## config.mk

```make
export PLATFORM = sky130hd
export DESIGN_NAME = uart_tx_cfg
export DESIGN_NICKNAME = d
export VERILOG_FILES = /design/src/rtl/uart_pkg.sv /design/src/rtl/uart_tx_cfg_baud_gen.sv /design/src/rtl/uart_tx_cfg.sv
export SDC_FILE = /design/constraint.sdc
export NUM_CORES = 1
export LEC_CHECK = 0
export ABC_AREA = 1
export ABC_CLOCK_PERIOD_IN_PS = 4200
export BUFFER_PORTS_ARGS = -buffer_cell sky130_fd_sc_hd__buf_4
export CORE_MARGIN = 4
export CORE_UTILIZATION = 45
export CTS_BUF_LIST = sky130_fd_sc_hd__clkbuf_2
export CTS_CLUSTER_DIAMETER = 80
export DETAILED_ROUTE_END_ITERATION = 10
export GPL_TIMING_DRIVEN = 0
export MAX_ROUTING_LAYER = met4
export PLACE_DENSITY = 0.66
export SKIP_LAST_GASP = 1
export SYNTH_ARGS = -nofsm -noshare
export SYNTH_HDL_FRONTEND = slang
export SYNTH_SLANG_ARGS = --single-unit
```

## constraint.sdc

```tcl
create_clock -name sys_clk -period 4.2 [get_ports sys_clk]
set_input_delay 1.05 -clock sys_clk [delete_from_list [all_inputs] [get_ports sys_clk]]
set_output_delay 1.05 -clock sys_clk [all_outputs]
set_load 0.03 [all_outputs]
```

## src/rtl/uart_pkg.sv

```systemverilog
// Shared definitions for the configurable UART transmitter and its receiver.
package uart_pkg;

  // Parity modes for the PARITY build parameter
  localparam int PAR_NONE = 0;
  localparam int PAR_ODD  = 1;
  localparam int PAR_EVEN = 2;

  // Frame-level FSM encoding shared by TX and RX
  typedef enum logic [2:0] {
    IDLE  = 3'd0,
    START = 3'd1,
    DATA  = 3'd2,
    PAR   = 3'd3,
    STOP  = 3'd4
  } uart_state_e;

  // Number of sys_clk cycles per UART bit (integer division)
  function automatic int baud_cnt_max(input int clk_freq, input int uart_bps);
    return clk_freq / uart_bps;
  endfunction

endpackage

```

## src/rtl/uart_tx_cfg_baud_gen.sv

```systemverilog
// Bit-period timer: counts 0..CNT_MAX-1 while enabled, held at 0 otherwise.
// The strobe marks the last cycle of each bit, or the middle of the bit when
// MID_STROBE is set (receiver sampling point).
module uart_baud_gen #(
  parameter int CNT_MAX    = 10,
  parameter bit MID_STROBE = 1'b0
) (
  input  logic sys_clk,
  input  logic sys_rst_n,
  input  logic en_i,
  output logic bit_stb_o
);

  localparam int CNT_W = (CNT_MAX > 1) ? $clog2(CNT_MAX) : 1;
  localparam logic [CNT_W-1:0] CNT_LAST = CNT_W'(CNT_MAX - 1);
  localparam logic [CNT_W-1:0] CNT_MID  = CNT_W'(CNT_MAX / 2);

  logic [CNT_W-1:0] baud_cnt_q;
  logic [CNT_W-1:0] baud_cnt_d;
  logic             bit_end;

  assign bit_end = (baud_cnt_q == CNT_LAST);

  // Next count: hold at zero when disabled, wrap at the end of each bit
  always_comb begin
    baud_cnt_d = baud_cnt_q;
    if (!en_i) begin
      baud_cnt_d = '0;
    end else if (bit_end) begin
      baud_cnt_d = '0;
    end else begin
      baud_cnt_d = baud_cnt_q + 1'b1;
    end
  end

  // Counter register
  always_ff @(posedge sys_clk or negedge sys_rst_n) begin
    if (!sys_rst_n) begin
      baud_cnt_q <= '0;
    end else begin
      baud_cnt_q <= baud_cnt_d;
    end
  end

  assign bit_stb_o = MID_STROBE ? (baud_cnt_q == CNT_MID) : bit_end;

endmodule

```

## src/rtl/uart_tx_cfg.sv

```systemverilog
// Configurable UART transmitter: DATA_BITS data bits (LSB first), optional
// odd/even parity and one or two stop bits, with a valid/ready input handshake.
module uart_tx_cfg
  import uart_pkg::*;
#(
  parameter int UART_BPS  = 9600,
  parameter int CLK_FREQ  = 50_000_000,
  parameter int DATA_BITS = 8,
  parameter int PARITY    = 0,
  parameter int STOP_BITS = 1
) (
  input  logic                 sys_clk,
  input  logic                 sys_rst_n,
  input  logic [DATA_BITS-1:0] pi_data,
  input  logic                 pi_flag,
  output logic                 tx_ready,
  output logic                 tx_busy,
  output logic                 tx_done,
  output logic                 tx
);

  localparam int BAUD_CNT_MAX = baud_cnt_max(CLK_FREQ, UART_BPS);
  localparam int IDX_W        = (DATA_BITS > 1) ? $clog2(DATA_BITS) : 1;
  localparam logic [IDX_W-1:0] IDX_LAST = IDX_W'(DATA_BITS - 1);
  localparam logic STOP_LAST = (STOP_BITS == 2);

  // Build-time parameter sanity
  generate
    if (DATA_BITS < 5 || DATA_BITS > 9) begin : g_bad_data_bits
      $error("uart_tx_cfg: DATA_BITS must be in 5..9");
    end
    if (PARITY < 0 || PARITY > 2) begin : g_bad_parity
      $error("uart_tx_cfg: PARITY must be 0, 1 or 2");
    end
    if (STOP_BITS < 1 || STOP_BITS > 2) begin : g_bad_stop_bits
      $error("uart_tx_cfg: STOP_BITS must be 1 or 2");
    end
    if (BAUD_CNT_MAX < 2) begin : g_bad_baud
      $error("uart_tx_cfg: CLK_FREQ/UART_BPS must be at least 2");
    end
  endgenerate

  uart_state_e            state_q, state_d;
  logic [DATA_BITS-1:0]   shreg_q, shreg_d;
  logic                   par_q, par_d;
  logic [IDX_W-1:0]       bit_idx_q, bit_idx_d;
  logic                   stop_idx_q, stop_idx_d;
  logic                   tx_q, tx_d;
  logic                   bit_end;
  logic                   last_stop;

  // Bit timer runs for the whole frame and rests at zero in IDLE
  uart_baud_gen #(
    .CNT_MAX    (BAUD_CNT_MAX),
    .MID_STROBE (1'b0)
  ) u_baud_gen (
    .sys_clk   (sys_clk),
    .sys_rst_n (sys_rst_n),
    .en_i      (state_q != IDLE),
    .bit_stb_o (bit_end)
  );

  assign last_stop = (stop_idx_q == STOP_LAST);

  // Next-state, datapath and serial-line value for the next cycle
  always_comb begin
    state_d    = state_q;
    shreg_d    = shreg_q;
    par_d      = par_q;
    bit_idx_d  = bit_idx_q;
    stop_idx_d = stop_idx_q;
    tx_d       = 1'b1;

    case (state_q)
      IDLE: begin
        if (pi_flag) begin
          state_d    = START;
          shreg_d    = pi_data;
          par_d      = (PARITY == PAR_ODD) ? ~^pi_data : ^pi_data;
          bit_idx_d  = '0;
          stop_idx_d = 1'b0;
        end
      end
      START: begin
        if (bit_end) begin
          state_d = DATA;
        end
      end
      DATA: begin
        if (bit_end) begin
          shreg_d   = shreg_q >> 1;
          bit_idx_d = bit_idx_q + 1'b1;
          if (bit_idx_q == IDX_LAST) begin
            state_d = (PARITY != PAR_NONE) ? PAR : STOP;
          end
        end
      end
      PAR: begin
        if (bit_end) begin
          state_d = STOP;
        end
      end
      STOP: begin
        if (bit_end) begin
          if (last_stop) begin
            state_d = IDLE;
          end else begin
            stop_idx_d = 1'b1;
          end
        end
      end
      default: begin
        state_d = IDLE;
      end
    endcase

    // Line level follows the state being entered so tx changes with it
    case (state_d)
      START:   tx_d = 1'b0;
      DATA:    tx_d = shreg_d[0];
      PAR:     tx_d = par_d;
      default: tx_d = 1'b1;
    endcase
  end

  // Frame state and serial-line register
  always_ff @(posedge sys_clk or negedge sys_rst_n) begin
    if (!sys_rst_n) begin
      state_q    <= IDLE;
      shreg_q    <= '0;
      par_q      <= 1'b0;
      bit_idx_q  <= '0;
      stop_idx_q <= 1'b0;
      tx_q       <= 1'b1;
    end else begin
      state_q    <= state_d;
      shreg_q    <= shreg_d;
      par_q      <= par_d;
      bit_idx_q  <= bit_idx_d;
      stop_idx_q <= stop_idx_d;
      tx_q       <= tx_d;
    end
  end

  assign tx       = tx_q;
  assign tx_ready = (state_q == IDLE);
  assign tx_busy  = (state_q != IDLE);
  assign tx_done  = (state_q == STOP) && bit_end && last_stop;

endmodule

```

* Word-level counts from Yosys, hierarchy flattened
Cells that the tools add are included.
** Storage, ports and cells
- Flip-flop bits (word level) :: 30
- Input port bits :: 11
- Output and inout bits :: 4
** Operators by class
- Bitwise gates (word level) :: 1
- Equal/unequal tests :: 12
- Mux-type cells :: 23
- Reduce and logical (&&, ||, !) cells :: 9
- Add/sub/neg operators :: 2
** Operator list (number)
- $mux W3 :: 9
- $mux W13 :: 2
- $mux W8 :: 2
- $pmux W8 S2 :: 1
- $pmux W3 S5 :: 1
- $add A13 B1 Y13 const B :: 1
- $eq A13 B13 Y1 const B :: 1
- $eq A3 B2 Y1 const B :: 4
- $reduce_xor A8 Y1 :: 1
- $eq A3 B1 Y1 const B :: 2
- $eq A3 B3 Y1 const B :: 2
- $ne A2 B2 Y1 const B :: 3
- $pmux W3 S2 :: 1
- $reduce_and A3 Y1 :: 2
- $mux W1 :: 5
- $reduce_bool A2 Y1 :: 2
- $add A3 B1 Y3 const B :: 1
- $logic_not A3 Y1 :: 1
- $pmux W1 S3 :: 1
- $reduce_bool A3 Y1 :: 1
- $logic_and A1 B1 Y1 :: 2
- $pmux W1 S2 :: 1
- $not A1 Y1 :: 1

* Depth between registers and ports, before layout
Gate-level depths: netlist of the first run.
- Depth in word-level cells :: 6
- Depth in mapped cells :: 11

* Modules after synthesis
From an unflattened synthesis of the first run, not the netlist that was laid out.
** Unflattened totals
- Cells, all modules :: 233
- Area total of the unflattened synthesis :: 1715.4 um^2
** By module, submodules not included
- uart_tx_cfg :: times used 1, area each 991.0 um^2, seq. area each 401.6 um^2, cells an instance 134
- uart_baud_gen :: times used 1, area each 724.4 um^2, seq. area each 325.3 um^2, cells an instance 99

* Least setup slack after synthesis of the first run
Ideal clock, no wire load.
- Path type :: register to output
- From :: register u_baud_gen.baud_cnt_q[0]
- To :: output tx_done
- Arrival time :: 1.894 ns
- Stages on the path, launching flop included :: 6
- Slack :: 1.256 ns
- Cells stage by stage :: dfrtp_1 > ha_1 > nand2_2 > nor2_2 > nand3_4 > nor4_1
** On the way
- Longest elaborated chain between the ends :: 3
** Ends and longest elaborated chain
- start, declared :: RTL line uart_tx_cfg_baud_gen.sv:18 : logic [CNT_W-1:0] baud_cnt_q;
- start signal, assigned :: RTL line uart_tx_cfg_baud_gen.sv:41 : baud_cnt_q <= baud_cnt_d;
- $eq A13 B13 Y1 :: RTL line uart_tx_cfg_baud_gen.sv:22 : assign bit_end = (baud_cnt_q == CNT_LAST);
- $logic_and A1 B1 Y1 (2 in a row) :: RTL line uart_tx_cfg.sv:148 : assign tx_done = (state_q == STOP) && bit_end && last_stop;
- end, declared :: RTL line uart_tx_cfg.sv:18 : output logic tx_done,
Every way passes these cells.

* Final worst setup path of the first run
Ends and elaborated chain as after synthesis.

==> results.sh, run 1 <==
export IMPL_p_switching_uw=253
export IMPL_synth_flop_cell="dfrtp_1"
export IMPL_setup_worst_path_start_class="flop"
export IMPL_cts_setup_buffers=0
export IMPL_coreArea_sq_um=3690
export IMPL_wl_per_cell_microns=11.3
export IMPL_min_path_type="reg -> reg"
export IMPL_synth_top_cell_area_share_pct=40.8
export IMPL_gr_usage_all_layers_pct=15.8
export IMPL_comb_power_share_pct=25.3
export IMPL_diodes=0
export IMPL_cp_slowest_stage_delay_ps=400
export IMPL_drt_wl_total_mm=3.28
export IMPL_peakVddDrop_v=0.000164
export IMPL_cts_tree="yes"
export IMPL_grt_max_degree=30
export IMPL_grt_pass1_wl_mm=5.93
export IMPL_synthMostInstantiatedCell="nand2_1"
export IMPL_tightest_slew_ps=361
export IMPL_yosys_warnings=0
export IMPL_synth_edf_count=0
export IMPL_clkSlewWorstSetupHoldPaths_ps=170
export IMPL_dp_hpwl_mm=2.54
export IMPL_syn_cell_area_sq_um=1720
export IMPL_pwr_share_seq_pct=54.1
export IMPL_vias=1423
export IMPL_grt_pass1_vias=1349
export IMPL_slowest_stage="dfrtp_1"
export IMPL_ctsHoldBuffers=0
export IMPL_p_int_uw=443
export IMPL_netlist_instances=221
export IMPL_die_w_microns=69.8
export IMPL_finalClockSkew_ps=19.5
export IMPL_syn_to_final_growth_pct=11.9
export IMPL_drv_cap=0
export IMPL_hold_violations=0
export IMPL_syn_avg_cell_area_sq_um=7.77
export IMPL_status="completed"
export IMPL_ant_nets=0
export IMPL_final_nets=256
export IMPL_start_util_pct=46.6
export IMPL_swShare_pct=36.3
export IMPL_critPathCaptureType="primary output"
export IMPL_synth_seq_cells=29
export IMPL_slew_headroom_pct=75.9
export IMPL_ys_seq_area_share_pct=42.3
export IMPL_yosysTopAreaCell="dfrtp_1"
export IMPL_synth_area_leaders="dfrtp_1 (41%), nand2_1 (16%), inv_1 (4.8%)"
export IMPL_criticalPathCategory="reg -> out"
export IMPL_cts_resized=0
export IMPL_worst_hold_slack_ps=475
export IMPL_drive_above_1_share_pct=19.8
export IMPL_yosys_top_cells_count="nand2_1 (72), dfrtp_1 (28), inv_1 (22)"
export IMPL_period_needed_ps=2970
export IMPL_vias_per_cell=4.89
export IMPL_p_per_area_nw_per_um2=362
export IMPL_port_buffers=14
export IMPL_min_period_over_period_pct=70.7
export IMPL_p_leak_nw=0.984
export IMPL_drt_initial_drc_count=66
export IMPL_fmax_mhz=337
export IMPL_dieArea_sq_um=4870
export IMPL_first_pass_iters=4
export IMPL_power_frac_clock_pct=20.6
export IMPL_die_y_microns=69.8
export IMPL_synth_nets=235
export IMPL_gr_total_overflow=0
export IMPL_finalSetupTns_ps=0
export IMPL_synth_cell_types=32
export IMPL_finalNonFillerCells=291
export IMPL_pin_count=15
export IMPL_async_flop_share_pct=100
export IMPL_drv_slew=0
export IMPL_h_tree_depth=2
export IMPL_critPathMaxFanout=9
export IMPL_place_inst=283
export IMPL_clock_latency_ps=380
export IMPL_drc=0
export IMPL_ctsRootBufferMaster="clkbuf_2"
export IMPL_cp_cell_sequence="ha_1 -> nand2_2 -> nor2_2 -> nand3_4 -> nor4_1 -> buf_4"
export IMPL_row_count=22
export IMPL_gp_congestion=0.831
export IMPL_antenna_found_initial=0
export IMPL_rsz0062_at_grt="no"
export IMPL_crit_arrival_ps=1920
export IMPL_clock_sinks=29
export IMPL_setup_viol=0
export IMPL_clockBufferDepth=2
export IMPL_numCtsBuffers=5
export IMPL_crit_required_ps=3150
[worst max-delay path, delay by kind of cell, from the launching register on]
family | cells | cell delay, ps
simple gates | 4 | 690
fa+ha+maj | 1 | 240
flops | 1 | 400
buf+inv | 1 | 210
[worst paths after layout]
kind                                                    startpoint                            endpoint  slack (ps)  depth (start not counted)
min in group asynchronous                                sys_rst_n  u_baud_gen.baud_cnt_q[4]$_DFF_PN0_         550                          1
worst min register to register  u_baud_gen.baud_cnt_q[0]$_DFF_PN0_  u_baud_gen.baud_cnt_q[0]$_DFF_PN0_         470                          1
max in group asynchronous                                sys_rst_n                        tx$_DFF_PN1_        3330                          1
worst min-delay path            u_baud_gen.baud_cnt_q[0]$_DFF_PN0_  u_baud_gen.baud_cnt_q[0]$_DFF_PN0_         470                          1
worst max register to register  u_baud_gen.baud_cnt_q[0]$_DFF_PN0_              shreg_q[1]$_DFFE_PN0P_        2550                          8
worst max-delay path            u_baud_gen.baud_cnt_q[0]$_DFF_PN0_                             tx_done        1230                          6
[state kept, by name (all words and copies together), names as in the netlist]
register               flops
u_baud_gen.baud_cnt_q     13
shreg_q                    8
bit_idx_q                  3
state_q                    3
par_q                      1
tx                         1
[through the flow]
step                      util, %  setup slack (ps)  cell area [sq um]  power [mW]
after floorplan                 -              1260               1720       0.509
after global placement       51.1              1650               1880       0.556
after detailed placement     51.1              1650               1880       0.562
after CTS                    52.1              1170               1920       0.706
after global routing         52.1               998               1920       0.753
final                        52.1              1230               1920       0.696
[power by group through the flow]
stage | logic, mW | registers, mW | clock network, mW
finish | 0.176 | 0.376 | 0.143
global route | 0.204 | 0.384 | 0.165
CTS | 0.181 | 0.376 | 0.149
detailed placement | 0.181 | 0.381 | 0
global placement | 0.177 | 0.380 | 0
floorplan | 0.135 | 0.374 | 0
[cells by family (layout without fill, tap and decap cells)]
logic type               after synthesis  count (layout)  synth area share [%]
AO/OA/AOI/OAI                         12              12                  4.73
buffers and inverters                 28              50                  6.41
AND/OR/NAND/NOR                      141             141                  40.3
adder cells (fa/ha/maj)                3               3                  2.19
XOR/XNOR                               8               8                  4.08
flip-flops                            29              29                  42.3
[final cells by class]
| cell class | count | area [sq um] |
|---|---|---|
| sequential | 29 | 727 |
| multi-input combinational | 164 | 881 |
| timing repair buffer | 14 | 105 |
| clock inverter | 2 | 10.0 |
| fill | 369 | 1770 |
| tap | 48 | 60.1 |
| inverter | 28 | 110 |
| clock buffer | 6 | 30.0 |
[layout by cell type (no fill, tap or decap), types with 3 or more instances in the layout]
cell type	instances
clkbuf_2	6
nand2_1	72
buf_4	14
inv_1	22
nor2_1	20
nand4_1	5
o21ai_0	3
xor2_1	6
o211ai_1	3
ha_1	3
dfrtp_1	28
nand3_1	16
nand2_2	4
nor2_2	6
inv_2	4
nor3_1	5
[per-layer routing]
metal | global-route usage, % | vias to the layer above | wire length (microns)
met2 | 25.7 | 19 | 1590
met5 | - | - | 0
li1 | - | 753 | -
met3 | 5.80 | 5 | 132
met1 | 18.1 | 646 | 1520
met4 | 5.11 | 0 | 44
(Power assumes the default switching activity.)
==> inputs of run 2 (changes only) <==
Settings changed: ABC_CLOCK_PERIOD_IN_PS 4200 to 2600, PLACE_DENSITY 0.66 to 0.68.
Clock period 4.2 ns to 2.6 ns, I/O delays scaled along.
==> results.sh, run 2 (same netlist as run 1, synthesis figures left out) <==
export IMPL_status="completed"
export IMPL_largest_register_ffs=13
export IMPL_ctsHoldBuffers=0
export IMPL_die_y_microns=69.8
export IMPL_finalNonFillerCells=293
export IMPL_clkSlewWorstSetupHoldPaths_ps=180
export IMPL_place_inst=283
export IMPL_critPathCaptureType="primary output"
export IMPL_grt_pass1_wl_mm=5.82
export IMPL_clockBufferDepth=2
export IMPL_setup_worst_path_start_class="flop"
export IMPL_gp_congestion=0.841
export IMPL_die_w_microns=69.8
export IMPL_h_tree_depth=2
export IMPL_clock_sinks=29
export IMPL_final_cell_mix="nand2_1 (72), dfrtp_1 (28), inv_1 (22), nor2_1 (20)"
export IMPL_drc=0
export IMPL_hold_violations=0
export IMPL_r2r_slack_ps=940
export IMPL_rsz0062_at_grt="no"
export IMPL_final_area_sq_um=2010
export IMPL_min_path_type="in -> async"
export IMPL_tightest_slew_ps=368
export IMPL_final_common_cell="nand2_1"
export IMPL_setup_viol=0
export IMPL_wl_per_cell_microns=11.2
export IMPL_grt_max_degree=30
export IMPL_fillCellCount=365
export IMPL_pin_count=15
export IMPL_period_needed_ps=2330
export IMPL_gr_total_overflow=0
export IMPL_first_pass_iters=4
export IMPL_p_leak_nw=1.01
export IMPL_dp_hpwl_mm=2.52
export IMPL_diodes=0
export IMPL_vias=1419
export IMPL_port_buffers=14
export IMPL_drv_slew=0
export IMPL_drive_above_1_share_pct=21.2
export IMPL_antenna_found_initial=0
export IMPL_start_util_pct=46.6
export IMPL_r2r_start="u_baud_gen.baud_cnt_q[0]$_DFF_PN0_"
export IMPL_ctsRootBufferMaster="clkbuf_2"
export IMPL_r2r_end="shreg_q[5]$_DFFE_PN0P_"
export IMPL_min_period_over_period_pct=89.6
export IMPL_clock_latency_ps=370
export IMPL_criticalPathCategory="reg -> out"
export IMPL_row_count=22
export IMPL_crit_required_ps=1950
export IMPL_drt_initial_drc_count=68
export IMPL_largest_register="u_baud_gen.baud_cnt_q"
export IMPL_placed_area_sq_um=1880
export IMPL_peakVddDrop_v=0.000316
export IMPL_drt_wl_total_mm=3.29
export IMPL_ant_nets=0
export IMPL_final_nets=258
export IMPL_fmax_mhz=429
export IMPL_critPathMaxFanout=4
export IMPL_numCtsBuffers=5
export IMPL_grt_pass1_vias=1377
export IMPL_r2r_cells=9
export IMPL_syn_to_final_growth_pct=16.8
export IMPL_vias_per_cell=4.84
export IMPL_drv_cap=0
export IMPL_dieArea_sq_um=4870
export IMPL_finalClockSkew_ps=27.9
export IMPL_cts_tree="yes"
export IMPL_slew_headroom_pct=75.5
export IMPL_coreArea_sq_um=3690
export IMPL_top_regs="u_baud_gen.baud_cnt_q: 13 flops, shreg_q: 8 flops"
export IMPL_p_per_area_nw_per_um2=660
export IMPL_gr_usage_all_layers_pct=15.3
export IMPL_finalSetupTns_ps=0
export IMPL_crit_arrival_ps=1680
-- run 2: worst max path at each step --
stage	endpoint	start
detailed placement	tx_done	u_baud_gen.baud_cnt_q[0]$_DFF_PN0_
finish	tx_done	u_baud_gen.baud_cnt_q[0]$_DFF_PN0_
global route	tx_done	u_baud_gen.baud_cnt_q[0]$_DFF_PN0_
global placement	tx_done	u_baud_gen.baud_cnt_q[0]$_DFF_PN0_
CTS	tx_done	u_baud_gen.baud_cnt_q[0]$_DFF_PN0_
floorplan	tx_done	u_baud_gen.baud_cnt_q[0]$_DFF_PN0_
-- run 2: power breakdown --
part,internal [mW],switching (mW),total (mW),leakage [nW]
clock network,0.258,0.167,0.425,0.0529
registers,0.541,0.0673,0.609,0.372
logic,0.109,0.180,0.290,0.587
-- run 2: worst max-delay path, stage by stage, from the launching register on --
cell     delay, ps
dfrtp_1        400
ha_2           220
nand2_2        100
nor2_2         170
nand3_4        120
nor4_4         140
buf_4          200
-- run 2: what timing repair did --
action	4_1_cts	5_1_grt
gates resized for setup	0	3
setup buffers	0	2
setup endpoints to repair	0	1
-- run 2: per-layer routing --
layer  global-route usage [%]  share of wire (%)
met3                     4.93                4.3
met4                     5.11                1.6
met1                     18.7                 48
met2                     23.9                 47
met5                        -                  0
-- run 2: through the flow --
stage / setup WS, ps / power, mW / hold slack [ps] / util (%)
after global routing: 102 / 1.42 / 133 / 54.4
after global placement: 456 / 0.897 / 450 / 51.1
after detailed placement: 452 / 0.908 / 455 / 51.1
after floorplan: 56.4 / 0.822 / 354 / -
after CTS: 28.3 / 1.34 / 154 / 53.5
final: 270 / 1.32 / 164 / 54.4
-- run 2: cell type report --
type	instances	area, sq um	area share, %
timing repair buffer	16	120	5.99
sequential	29	727	36.2
multi-input combinational	164	898	44.8
clock inverter	3	65.1	3.24
clock buffer	5	25.0	1.25
inverter	28	110	5.49
tap	48	60.1	2.99
